## src/rtl/disp_pkg.sv

```systemverilog
`timescale 1ns/1ps
`default_nettype none
// ============================================================================
// Module   : disp_pkg
// Purpose  : Shared types, constants and the digit-enable decoder for the
//            seven-segment bus receiver.
// Contents : seg_t      - one digit's segment byte
//            AN_BLANK   - digit-enable pattern with no digit selected
//            an_dec_t   - decode result {legal, idx}
//            an_decode  - maps a one-hot-low enable onto a digit index
// Revision : 1.0 - initial release
// ============================================================================
package disp_pkg;

   typedef logic [7:0] seg_t;

   localparam logic [3:0] AN_BLANK = 4'b1111;

   typedef struct packed {
      logic       legal;
      logic [1:0] idx;
   } an_dec_t;

   // Only the four one-hot-low codes select a digit; everything else,
   // including the blank code, reports legal=0.
   function automatic an_dec_t an_decode(input logic [3:0] an);
      an_dec_t d;
      d.legal = 1'b1;
      d.idx   = 2'd0;
      case (an)
         4'b1110: d.idx = 2'd0;
         4'b1101: d.idx = 2'd1;
         4'b1011: d.idx = 2'd2;
         4'b0111: d.idx = 2'd3;
         default: d.legal = 1'b0;
      endcase
      return d;
   endfunction

endpackage
`default_nettype wire

```

## src/rtl/disp_demux_sync2.sv

```systemverilog
`timescale 1ns/1ps
`default_nettype none
// ============================================================================
// Module   : sync2
// Purpose  : Two-flop synchroniser for a bus that is asynchronous to clk.
//            Resets to all-ones, which is the idle (blank) level of the
//            seven-segment bus.
// Ports    : clk   - system clock
//            reset - asynchronous active-low reset
//            i_d   - asynchronous input bus [W-1:0]
//            o_q   - synchronised output bus [W-1:0]
// Revision : 1.0 - initial release
// ============================================================================
module sync2 #(
   parameter int W = 1
) (
   input  logic         clk,
   input  logic         reset,
   input  logic [W-1:0] i_d,
   output logic [W-1:0] o_q
);

   logic [W-1:0] r_s1;
   logic [W-1:0] r_s2;

   always_ff @(posedge clk or negedge reset) begin
      if (!reset) begin
         r_s1 <= '1;
         r_s2 <= '1;
      end else begin
         r_s1 <= i_d;
         r_s2 <= r_s1;
      end
   end

   assign o_q = r_s2;

endmodule
`default_nettype wire

```

## src/rtl/disp_demux.sv

```systemverilog
`timescale 1ns/1ps
`default_nettype none
// ============================================================================
// Module   : disp_demux
// Purpose  : Receiver for a 4-digit time-multiplexed seven-segment bus.
//            Synchronises {an,sseg}, waits for the bus to hold still for
//            SETTLE cycles, then files the segment byte under the digit
//            selected by the active-low enable. Tracks per-digit validity,
//            emits a pulse per completed frame, flags illegal enables and
//            invalidates everything if the bus goes stale.
// Ports    : clk        - system clock
//            reset      - asynchronous active-low reset
//            an_in      - digit enables, active-low (asynchronous)
//            sseg_in    - segment pattern (asynchronous)
//            out0..out3 - last captured segment byte per digit
//            dvalid     - per-digit "captured since reset/timeout" flags
//            frame_tick - pulse when all four digits have been captured
//            an_err     - pulse when a stable illegal enable is seen
// Revision : 1.0 - initial release
// ============================================================================
module disp_demux
   import disp_pkg::*;
#(
   parameter int SETTLE    = 4,
   parameter int TIMEOUT_W = 20
) (
   input  logic       clk,
   input  logic       reset,
   input  logic [3:0] an_in,
   input  logic [7:0] sseg_in,
   output logic [7:0] out0,
   output logic [7:0] out1,
   output logic [7:0] out2,
   output logic [7:0] out3,
   output logic [3:0] dvalid,
   output logic       frame_tick,
   output logic       an_err
);

   localparam int                   CW          = $clog2(SETTLE + 1);
   localparam logic [CW-1:0]        c_settle    = CW'(SETTLE);
   localparam logic [CW-1:0]        c_settle_m1 = CW'(SETTLE - 1);
   localparam logic [TIMEOUT_W-1:0] c_wd_max    = '1;

   logic [11:0]          w_sync;
   logic [11:0]          r_prev;
   logic [CW-1:0]        r_cnt;
   logic                 r_stable;
   seg_t                 r_out [0:3];
   logic [3:0]           r_dvalid;
   logic [3:0]           r_seen;
   logic                 r_frame;
   logic                 r_err;
   logic [TIMEOUT_W-1:0] r_wdog;

   an_dec_t              w_dec;
   logic                 w_capture;
   logic                 w_illegal;
   logic [3:0]           w_onehot;
   logic [3:0]           w_seen_next;

   sync2 #(.W(12)) u_sync (
      .clk   (clk),
      .reset (reset),
      .i_d   ({an_in, sseg_in}),
      .o_q   (w_sync)
   );

   // Settle filter. r_stable fires for exactly one cycle per quiet period:
   // it is set on the edge where the counter steps from SETTLE-1 to SETTLE,
   // and a saturated counter never revisits SETTLE-1. The capture itself
   // happens one edge later, from r_prev, which still holds the settled value.
   always_ff @(posedge clk or negedge reset) begin
      if (!reset) begin
         r_prev   <= '1;
         r_cnt    <= '0;
         r_stable <= 1'b0;
      end else begin
         r_prev   <= w_sync;
         r_stable <= (w_sync == r_prev) && (r_cnt == c_settle_m1);
         if (w_sync != r_prev) begin
            r_cnt <= '0;
         end else if (r_cnt != c_settle) begin
            r_cnt <= r_cnt + 1'b1;
         end
      end
   end

   always_comb begin
      w_dec       = an_decode(r_prev[11:8]);
      w_capture   = r_stable && w_dec.legal;
      w_illegal   = r_stable && !w_dec.legal && (r_prev[11:8] != AN_BLANK);
      w_onehot    = 4'b0001 << w_dec.idx;
      w_seen_next = r_seen | w_onehot;
   end

   // Capture, frame tracking and watchdog. A capture takes priority over a
   // watchdog expiry in the same cycle. Segment bytes survive an expiry.
   always_ff @(posedge clk or negedge reset) begin
      if (!reset) begin
         for (int i = 0; i < 4; i++) begin
            r_out[i] <= '0;
         end
         r_dvalid <= '0;
         r_seen   <= '0;
         r_frame  <= 1'b0;
         r_err    <= 1'b0;
         r_wdog   <= '0;
      end else begin
         r_frame <= 1'b0;
         r_err   <= w_illegal;
         if (w_capture) begin
            r_out[w_dec.idx] <= r_prev[7:0];
            r_dvalid         <= r_dvalid | w_onehot;
            r_wdog           <= '0;
            if (w_seen_next == 4'b1111) begin
               r_frame <= 1'b1;
               r_seen  <= '0;
            end else begin
               r_seen  <= w_seen_next;
            end
         end else if (r_wdog == c_wd_max) begin
            r_dvalid <= '0;
            r_seen   <= '0;
         end else begin
            r_wdog <= r_wdog + 1'b1;
         end
      end
   end

   assign out0       = r_out[0];
   assign out1       = r_out[1];
   assign out2       = r_out[2];
   assign out3       = r_out[3];
   assign dvalid     = r_dvalid;
   assign frame_tick = r_frame;
   assign an_err     = r_err;

endmodule
`default_nettype wire

```

## config.mk

```make
export PLATFORM = sky130hd
export DESIGN_NAME = disp_demux
export DESIGN_NICKNAME = d
export VERILOG_FILES = /design/src/rtl/disp_pkg.sv /design/src/rtl/disp_demux_sync2.sv /design/src/rtl/disp_demux.sv
export SDC_FILE = /design/constraint.sdc
export NUM_CORES = 1
export LEC_CHECK = 0
export ABC_AREA = 1
export BUFFER_PORTS_ARGS = -buffer_cell sky130_fd_sc_hd__buf_2
export CAP_MARGIN = 5
export CORE_ASPECT_RATIO = 0.7
export CORE_MARGIN = 1.5
export CORE_UTILIZATION = 35
export CTS_CLUSTER_SIZE = 8
export DETAILED_ROUTE_END_ITERATION = 12
export SLEW_MARGIN = 20
export SYNTH_ARGS = -nofsm -noshare
export SYNTH_HDL_FRONTEND = slang
export SYNTH_SLANG_ARGS = --single-unit
```

## constraint.sdc

```tcl
create_clock -name clk -period 3.9 [get_ports clk]
set_input_delay 0.195 -clock clk [delete_from_list [all_inputs] [get_ports clk]]
set_output_delay 0.195 -clock clk [all_outputs]
set_load 0.01 [all_outputs]
```

# Word-level counts from Yosys, hierarchy flattened
# Cells that the tools add are included.
# W data, S select, Z words.
classes:
  bitwise_logic: 3
  n_lt_le_gt_ge: 2
  n_eq_ne: 12
  n_addsub: 2
  shift: 1
  reduce_logical: 9
  mux: 15
op_table:
  columns: ["operator", "n"]
  rows:
  - ["$mux W20", 2]
  - ["$bwmux W32", 1]
  - ["$add A20 B1 Y20 const B", 1]
  - ["$eq A20 B20 Y1 const B", 1]
  - ["$demux W8 S2", 1]
  - ["$eq A4 B4 Y1 const B", 4]
  - ["$mux W4", 4]
  - ["$eq A12 B12 Y1", 1]
  - ["$ne A12 B12 Y1", 1]
  - ["$mux W8", 1]
  - ["$or A4 B4 Y4", 2]
  - ["$mux W3", 2]
  - ["$pmux W2 S3", 1]
  - ["$logic_and A1 B1 Y1", 5]
  - ["$eq A4 B3 Y1 const B", 1]
  - ["$ne A4 B4 Y1 const B", 1]
  - ["$reduce_bool A2 Y1", 2]
  - ["$reduce_or A4 Y1", 1]
  - ["$shl A1 B2 Y4 const A", 1]
  - ["$add A3 B1 Y3 const B", 1]
  - ["$eq A3 B2 Y1 const B", 1]
  - ["$ge A3 B3 Y1 const B", 1]
  - ["$lt A3 B1 Y1 const B", 1]
  - ["$mux W1", 3]
  - ["other kinds (4)", 4]
totals:
  out_inout_bits: 38
  word_cells: 58
  ff_bits: 102
  in_bits: 14

# Longest topological paths before layout
depth:
  ltp_word: 8
  ltp_mapped: 10

# Cells and area by module
# Synthesis repeated with hierarchy kept, for this count alone.
unflattened:
  hier_cells: 430
  area_unflattened_um2: 4270.3
by_module_without_submodules:
  columns: ["mod", "seq_area_each_um2", "cells_each", "instances", "area_per_inst_um2"]
  rows:
  - ["disp_demux", 1966.9, 406, 1, 3639.7]
  - ["sync2", 630.6, 24, 1, 630.6]

# Worst setup path before layout
# OpenSTA, ideal clock, no wires.
synth_timing:
  path_type: "reg-to-reg"
  startpoint: "register r_wdog[0]"
  endpoint: "register r_wdog[17]"
  n_path_buf: 1
  synth_period_minus_slack_ps: 1610
  slack_ps: 2290
  path_stages_with_launch: 11
  arrival_ps: 1492
  required_time_ps: 3783
  cell_sequence: "dfrtp_1 ha_1 nand3_1 inv_1 nand2_1 nor2_1 nand2_1 clkinv_1 nand2_2 buf_6 nand2_1"
synth_between:
  elab_chain_cells: 3
  elab_cells_between_ends: 5
  classes_between: "1 x add/sub; 2 x eq/ne; 2 x mux"
synth_rtl:
  columns: ["element", "line", "text"]
  rows:
  - ["from (decl)", "disp_demux.sv:54", "logic [TIMEOUT_W-1:0] r_wdog;"]
  - ["from (signal assigned)", "disp_demux.sv:126", "r_wdog <= r_wdog + 1'b1;"]
  - ["$add A20 B1 Y20", "disp_demux.sv:126", null]
  - ["$mux W20", "disp_demux.sv:122", "end else if (r_wdog == c_wd_max) begin"]
  - ["$mux W20", "disp_demux.sv:112", "if (w_capture) begin"]
# Parallel ways exist; a longest one is shown, timed or not. The select of a mux whose other input is x is not followed.
# A chain may end at the register's enable or synchronous reset.

# Final worst setup path
layout_timing:
  startpoint: "register r_wdog[0]"
  endpoint: "register r_wdog[4]"
# The elaborated chain is that of the path after synthesis.

==> metrics.md <==
| Metric | Value |
|---|---|
| Final Hold Viols | 12 |
| Vias/cell | 4.49 |
| Tot Pwr | 2.15 mW |
| Total die area | 13,000 um^2 |
| Worst Skew | 0.00703 ns |
| Max Fclk | 450 MHz |
| Clk slew on worst S/H paths | around 0.07 ns |
| Worst endpoint required time | 4.12 ns |
| Pre-CTS WS | 1.68 ns |
| Commonest cells post-synth | 130 x nand2_1, 66 x dfrtp_1, 40 x nor2_1 |
| Post-synth EDFFs | 0 |
| Fin nets | approximately 520 |
| Inst Count DP | 634 |
| GRT Util Overall | between 10% and 20% |
| Cell count after synthesis | 434 |
| Post-synthesis compound-gate area fraction | between 6 and 7% |
| Initial antenna violation count | 0 |
| Worst setup margin | 1.68 ns |
| Largest net degree at the start of global routing | slightly below 80 |
| I/O Buffers | 51 |
| Antenna viol nets, final | 0 |
| Crit Path Class | reg -> reg |
| DRT iter0 DRCs | approximately 160 |
| Mux contribution to synthesized area | 0.233% |
| Layout Cells excl Fill | approximately 660 |
| VDD IR max | about 330 uV |
| XOR/XNOR Fraction of Synth Area | slightly below 5% |
| Yosys top cell by area | dfrtp_1 |
| Multi-input logic area | approximately 1500 um^2 |
| Top-Level Pins | 52 |
| Status | finished, violations left |
| Sequential share of the synthesized area | 60.5% |
| Hold Path Class | in -> async |
| Count leader, synth | nand2_1 |
| Final critical-path share of the clock period | about 57% |
| Clock root buffer | clkbuf_16 |
| Max H-tree Level | 3 |
| P per Cell Area | approximately 420 nW/um^2 |
| Vias in the first global route | roughly 2,900 |
| Largest family of logic cells by synthesized area | simple AND/OR/NAND/NOR gates |
| Crit path capture type | flip-flop |
| Crit Path Max Fanout | 14 |
| Filler instances | roughly 1,100 |
| Critical Path Start | r_wdog[0] |
| Post-CTS Setup Bufs | 0 |
| Clock sink count | roughly 100 |
| Clock buffer depth | 2 |
| Post-route minimum period | between 2 and 2.5 ns |
| CTS tree | yes |
| Die Wd | between 100 and 150 um |
| First-pass GRT wire length | roughly 14,000 um |
| # diodes | 0 |
| Hold Worst Slack | -0.0215 ns |
| Adder-cell area share of the yosys netlist | around 1.2% |
| FF/Latch Area | about 2600 um^2 |
| Cell Rows | 33 |
| Synth Area in Simple Gates | 22.4% |
| Area growth, synth to finish | 19.6% |
| Leak pwr | 2.49 nW |
| Post_cts resized | 0 |
| Launch point of the worst reg-to-reg path | r_wdog[0] |
| Relative slew slack | between 30% and 40% |
| Post-Syn Nets | 452 |
| Grt total ovfl | 0 |
| Worst r2r path cells | 9 |
| Finish-stage setup viols | 0 |
| Drt first pass iters | 4 |
| CP startpoint kind | flip-flop |
| R2R Setup Slk | about 1.7 ns |
| Yosys top cell area share | approximately 38% |
| Core ar. | 11,900 um^2 |
| Number of buffers created by CTS | 9 |
| RSZ-0062 raised after global routing | no |
| DRT Wirelength | 8450 um |
| Hpwl dp | around 6000 um |
| Worst-margin pin slew | 0.939 ns |
| Layout cells sized above 1 | 26.3% |
| Crit path to | r_wdog[4] |
| Setup TNS | 0 ns |
| #FFs+latches synth | between 100 and 150 |
| Starting Density | about 36% |
| Worst-skew pair later-pin latency | 0.34 ns |
| Max Cap Viol | 0 |
| DR WL/cell | around 13 um |
| Synth Warn # | 0 |
| Leading post-synthesis cells by cell area | dfrtp_1 38%, dfstp_2 22%, nand2_1 11% |
| Drt drc | 0 |
| Failing checks | negative hold slack |
| Hold-fix buffers at CTS | 12 |
| Final Max Slew Viols | 0 |
| Primary FF master, synth | dfrtp_1 |
| Placer congestion estimate | slightly above 0.8 |
| R2R Path End | r_wdog[4] |
| Chip Height | between 90 and 100 um |
| CP arrival | 2.44 ns |
| Netlist cell types | 32 |
| Post-Syn Area | 4300 um^2 |
| Syn Area/Cell | about 9.9 um^2 |
| Async S/R FF share, synth | between 90% and 100% |
| Via count | a little under 3,000 |
[report_power, final]
part / total, mW / internal [mW] / switching (mW)
combinational: 0.0710 / 0.0266 / 0.0445
clock: 0.971 / 0.554 / 0.417
sequential: 1.10 / 1.09 / 0.0132
total: 2.15 / 1.67 / 0.475
[worst min-delay path by stage]
| stage | to | startpoint | slack, ns | depth (start not counted) |
|---|---|---|---|---|
| 6_report | r_wdog[16] | reset | -0.02 | 1 |
| 5_1_grt | r_wdog[16] | reset | 0.08 | 1 |
| 4_1_cts | r_wdog[16] | reset | 0.04 | 1 |
| 3_5_place_dp | u_sync.r_s1[4] | sseg_in[4] | 0.30 | 1 |
| 3_3_place_gp | u_sync.r_s1[3] | sseg_in[3] | 0.30 | 1 |
| 2_1_floorplan | an_err | reset | -0.10 | 0 |
[stage by stage]
step | instance area [um^2] | utilization, %
after global routing | 5140 | 43.4
after CTS | 5140 | 43.4
after detailed placement | 4680 | 39.5
after floorplan | 4300 | -
final | 5140 | 43.4
after global placement | 4680 | 39.5
[metal layers]
metal,track usage (%),routed length (um),up-vias
met2,21.7,3870,42
met5,0,0,-
met3,4.11,300,7
met4,4.03,57,0
li1,-,-,1513
met1,19.9,4220,1410
[cells by family (layout without fill, tap and decap cells)]
| group | count (synthesis) | after routing |
|---|---|---|
| AOI/OAI and AO/OA | 42 | 42 |
| xor gates and xnor gates | 24 | 24 |
| adders and majority gates | 4 | 4 |
| buffers and inverters | 40 | 111 |
| DFF | 102 | 102 |
| muxes | 1 | 1 |
| and+or+nand+nor | 221 | 221 |
[cell usage in the layout, fill, tap and decap left out, drive strengths merged]
| cell | n |
|---|---|
| a21oi | 3 |
| and2 | 3 |
| buf | 52 |
| bufinv | 1 |
| clkbuf | 10 |
| clkinv | 2 |
| dfrtp | 66 |
| dfstp | 36 |
| dlygate4sd3 | 12 |
| ha | 4 |
| inv | 34 |
| mux2i | 1 |
| nand2 | 135 |
| nand3 | 29 |
| nand3b | 2 |
| nand4 | 4 |
| nor2 | 44 |
| nor3 | 4 |
| o211ai | 1 |
| o21ai | 37 |
| o21bai | 1 |
| xnor2 | 19 |
| xor2 | 5 |
[worst max-delay path: stages, from the launching register on]
cell	delay [ns]
dfrtp_1	0.45
ha_1	0.29
nand3_1	0.16
inv_1	0.07
nand2_1	0.11
nor2_1	0.06
nand2_1	0.35
clkinv_1	0.22
nand2_2	0.27
nand2_1	0.10
[cell type report]
type / count / area share, %
timing repair buffer: 64 / 7.50
multi-input combinational: 292 / 29.4
inverter: 31 / 2.26
clock buffer: 10 / 4.87
clock inverter: 6 / 1.63
sequential: 102 / 50.5
tap: 157 / 3.82
[flip-flops by register name (all words and copies together) (netlist names)]
name	cells
u_sync.o_q	12
an_err	1
u_sync.r_s1	12
out2	8
frame_tick	1
out3	8
r_wdog	20
out0	8
r_prev	12
r_stable	1
r_cnt	3
dvalid	4
r_seen	4
out1	8
No activity file was read; power rests on OpenSTA's default activity.
